===== src/rtl/pipe_ctrl_chain.sv =====
// Control-bundle latch chain behind decode: per-stage hold/flush, retire detection,
// WWD pulse, saturating retired-instruction counter and sticky halt.
module pipe_ctrl_chain #(
  parameter int STAGES = 3,
  parameter int CW     = 16,
  parameter int CNT_W  = 16
) (
  input  logic                 clk,
  input  logic                 reset,
  input  logic                 in_valid,
  input  logic [CW-1:0]        in_ctrl,
  input  logic                 in_halt,
  input  logic                 in_wwd,
  input  logic [STAGES-1:0]    stage_we,
  input  logic [STAGES-1:0]    stage_flush,
  output logic [STAGES*CW-1:0] ctrl_out,
  output logic [STAGES-1:0]    valid_out,
  output logic                 retire,
  output logic                 wwd_pulse,
  output logic [CNT_W-1:0]     num_inst,
  output logic                 is_halted
);

  typedef struct packed {
    logic          valid;
    logic [CW-1:0] ctrl;
    logic          halt;
    logic          wwd;
  } entry_t;

  localparam int LAST = STAGES - 1;
  localparam logic [CNT_W-1:0] CNT_MAX = '1;

  entry_t             stage_q [STAGES];
  entry_t             in_entry;
  logic               counted_reg;
  logic               is_halted_reg;
  logic [CNT_W-1:0]   num_inst_reg;

  // Once halted, decode is ignored and only bubbles enter the chain.
  always_comb begin
    in_entry = '0;
    if (!is_halted_reg) begin
      in_entry.valid = in_valid;
      in_entry.ctrl  = in_ctrl;
      in_entry.halt  = in_halt;
      in_entry.wwd   = in_wwd;
    end
  end

  for (genvar gi = 0; gi < STAGES; gi++) begin : g_stage
    entry_t src;
    entry_t stage_reg;

    if (gi == 0) begin : g_head
      assign src = in_entry;
    end else begin : g_tail
      // A held upstream stage feeds a bubble so its entry is not duplicated.
      assign src = stage_we[gi-1] ? stage_q[gi-1] : '0;
    end

    always_ff @(posedge clk or posedge reset) begin
      if (reset) begin
        stage_reg <= '0;
      end else if (stage_flush[gi]) begin
        stage_reg <= '0;
      end else if (stage_we[gi]) begin
        stage_reg <= src;
      end
    end

    assign stage_q[gi]            = stage_reg;
    assign ctrl_out[gi*CW +: CW]  = stage_reg.ctrl;
    assign valid_out[gi]          = stage_reg.valid;
  end

  // counted marks a last-stage entry that has already retired while being held.
  assign retire    = stage_q[LAST].valid & ~counted_reg;
  assign wwd_pulse = retire & stage_q[LAST].wwd;
  assign num_inst  = num_inst_reg;
  assign is_halted = is_halted_reg;

  always_ff @(posedge clk or posedge reset) begin
    if (reset) begin
      counted_reg   <= 1'b1;
      num_inst_reg  <= '0;
      is_halted_reg <= 1'b0;
    end else begin
      if (stage_flush[LAST] || stage_we[LAST]) begin
        counted_reg <= 1'b0;
      end else if (retire) begin
        counted_reg <= 1'b1;
      end
      if (retire && (num_inst_reg != CNT_MAX)) begin
        num_inst_reg <= num_inst_reg + CNT_W'(1);
      end
      if (retire && stage_q[LAST].halt) begin
        is_halted_reg <= 1'b1;
      end
    end
  end

endmodule


===== config.mk =====
export PLATFORM = sky130hd
export DESIGN_NAME = pipe_ctrl_chain
export DESIGN_NICKNAME = d
export VERILOG_FILES = /design/src/rtl/pipe_ctrl_chain.sv
export SDC_FILE = /design/constraint.sdc
export NUM_CORES = 1
export LEC_CHECK = 0
export BUFFER_PORTS_ARGS = -buffer_cell sky130_fd_sc_hd__buf_4
export CORE_ASPECT_RATIO = 1.2
export CORE_MARGIN = 3
export CORE_UTILIZATION = 51
export DETAILED_ROUTE_END_ITERATION = 12
export GPL_TIMING_DRIVEN = 0
export PLACE_DENSITY_LB_ADDON = 0.15
export SLEW_MARGIN = 10
export SYNTH_ARGS = -nofsm -noshare
export SYNTH_HDL_FRONTEND = slang
export SYNTH_SLANG_ARGS = --single-unit

===== constraint.sdc =====
create_clock -name clk -period 2.5 [get_ports clk]
set_input_delay 0.25 -clock clk [delete_from_list [all_inputs] [get_ports clk]]
set_output_delay 0.25 -clock clk [all_outputs]
set_load 0.03 [all_outputs]

==> impl_metrics.tcl <==
set metrics [dict create \
    synth_top_family_by_area "compound AO/OA/AOI/OAI gates" \
    drv_slew 0 \
    fin_skew_ps 5.62 \
    rows 31 \
    cp.required_ps 2720 \
    layout_min_cycle_time_ps 1990 \
    synth_mux_area_share_pct 0.807 \
    slew_headroom_pct 56.9 \
    fin_tns_setup_ps 0 \
    die_y_um 93.5 \
    area_growth_pct 33.2 \
    io_pins 97 \
    syn_area_um2 3250 \
    synthFlopType "dfrtp_1" \
    grt_usage_pct 18.6 \
    num_antenna_cells 0 \
    cts_resized 0 \
    cp_max_fo 10 \
    fin_crit_sh_pct 79.6 \
    status "completed" \
    crit_path_end_kind "register" \
    synth_fa_ha_area_share_pct 0.384 \
    synth_compound_area_share_pct 16.6 \
    cts_tree "done" \
    clkTransAtPathRegs_ps 80 \
    num-nets-final 396 \
    yosys.cell_types.count 30 \
    layout.cells.most_common "buf_4" \
    ys_async_sr_fraction_pct 100 \
    synth_seq_cells 75 \
    p_leak_nw 2.36 \
    root_buffer "clkbuf_8" \
    clockBufferDepth 2 \
    detailed_place_hpwl_mm 4.88 \
    netlist_instances 259 \
    worstSetupPathType "register to register" \
    grt_start_max_net_pins 65 \
    clock-sinks 75 \
    yosysWarnings 0 \
    syn_avg_cell_area_um2 12.6 \
    clock_latency_ps 330 \
    worst_slew_pin_slew_ps 644 \
    post_drt_wl_per_cell_um 14.0 \
    drc 0 \
    gp_congestion 0.821 \
    largest_reg_flops 48 \
    via_per_inst 5.00 \
    via_count 2273 \
    wl_mm 6.39 \
    synth-simple-area-share_pct 7.30 \
    initial_core_util_pct 53.1 \
    fillCellCount 472 \
    cts_hold_buf 1 \
    firstDrtPassIters 4 \
    cts.htree.levels 3 \
    core-area_um2 6130 \
    die_w_um 78.9 \
    grt_pass1_wl_mm 10.7 \
    synth_nets 287 \
    min_path_type "input pin to register" \
    cts_setup_buffers 0 \
    hold_viol 0 \
    detail_route.iter0.violations 69 \
    port_buffers 96 \
    cp-start-kind "register" \
    ant_nets 0 \
    drv_cap 0 \
    drive_above_1_share_pct 46.4 \
    final_cell_mix "147 x buf_4, 74 x dfrtp_1, 57 x a22o_1" \
    numCtsBuffers 9 \
    grt.overflow.total 0 \
    vdd_drop_max_mv 0.371 \
    seq_area_frac_synth_pct 57.7 \
    fp.dieArea_um2 7380 \
    clock.fmax_mhz 503 \
    grt_pass1_vias 2255 \
    synth_xor_area_share_pct 3.77 \
    antenna_found_initial 0 \
    cellPowerDensity_nw_per_um2 581 \
    synth_edf_count 0 \
    placedInstanceArea_um2 4110 \
    finalInstanceArea_um2 4330 \
    cp.arrival_ps 2210 \
    power.total_w 0.00252 \
    finalSetupViolCount 0 \
    rsz0062_at_grt "no" \
]
critical path: stages (launching register included):
cell	delay (ps)
dfrtp_1	440
ha_1	270
nand4_1	200
o41ai_4	460
buf_6	200
mux2_4	300
power by group:
part	switching, W	internal, W
Clock	0.000434	0.000564
Combinational	0.000135	0.000116
Sequential	0.0000272	0.00124
Total	0.000596	0.00192
routing by layer:
layer | global-route usage (%) | part of all wire [%]
met1 | 23.5 | 42
met2 | 30.7 | 49
met3 | 4.91 | 6.9
met4 | 7.31 | 1.6
met5 | 0 | 0
worst paths after layout:
check                                         from                      end  slack, ps  cells after the start
setup reg to reg                       num_inst[0]              num_inst[1]        510                      5
setup / recovery                       num_inst[0]              num_inst[1]        510                      5
hold reg to reg            g_stage[2].stage_reg[1]                is_halted        490                      1
hold / removal                              in_wwd  g_stage[0].stage_reg[0]        120                      2
min in group asynchronous                    reset             num_inst[11]        380                      3
max in group asynchronous                    reset              counted_reg       1550                      4
area by class of cell:
cell class / instances / area, um^2 / share of cell area [%]
buffer: 60 / 424 / 9.79
clock buffer: 10 / 128 / 2.94
clock inverter: 6 / 88.8 / 2.05
inverter: 3 / 13.8 / 0.318
multi-input combinational: 121 / 941 / 21.7
sequential: 75 / 1880 / 43.3
tap: 82 / 103 / 2.37
timing repair buffer: 98 / 758 / 17.5
kinds of logic (layout without fill, tap and decap cells):
| family | count (synthesis) | after routing |
|---|---|---|
| compound gates | 60 | 60 |
| xor+xnor | 14 | 14 |
| flops | 75 | 75 |
| fa+ha+maj | 1 | 1 |
| buf+inv | 63 | 177 |
| mux | 2 | 2 |
| simple gates | 44 | 44 |
per-stage QoR:
step | utilization (%) | std cells | setup slack (ps) | hold WS (ps)
2_1_floorplan | - | 259 | 342 | 383
3_3_place_gp | 66.5 | 437 | -430 | 465
4_1_cts | 70.7 | 455 | 496 | 113
3_5_place_dp | 67.0 | 438 | 503 | 181
5_1_grt | 70.7 | 455 | 437 | 114
6_report | 70.7 | 455 | 510 | 123
cell usage after synthesis (all sizes together) (3+ instances only):
master | count | area share (%)
clkbuf | 8 | 0.92
nor4 | 4 | 0.77
xor2 | 12 | 3.2
nand3 | 8 | 1.2
nor3 | 4 | 0.62
buf | 52 | 12
inv | 3 | 0.35
a22o | 57 | 15
dfrtp | 74 | 57
nand4 | 4 | 0.96
nor2 | 10 | 1.2
nand2 | 6 | 0.69
Note: power is estimated with default switching activity, not from simulation.
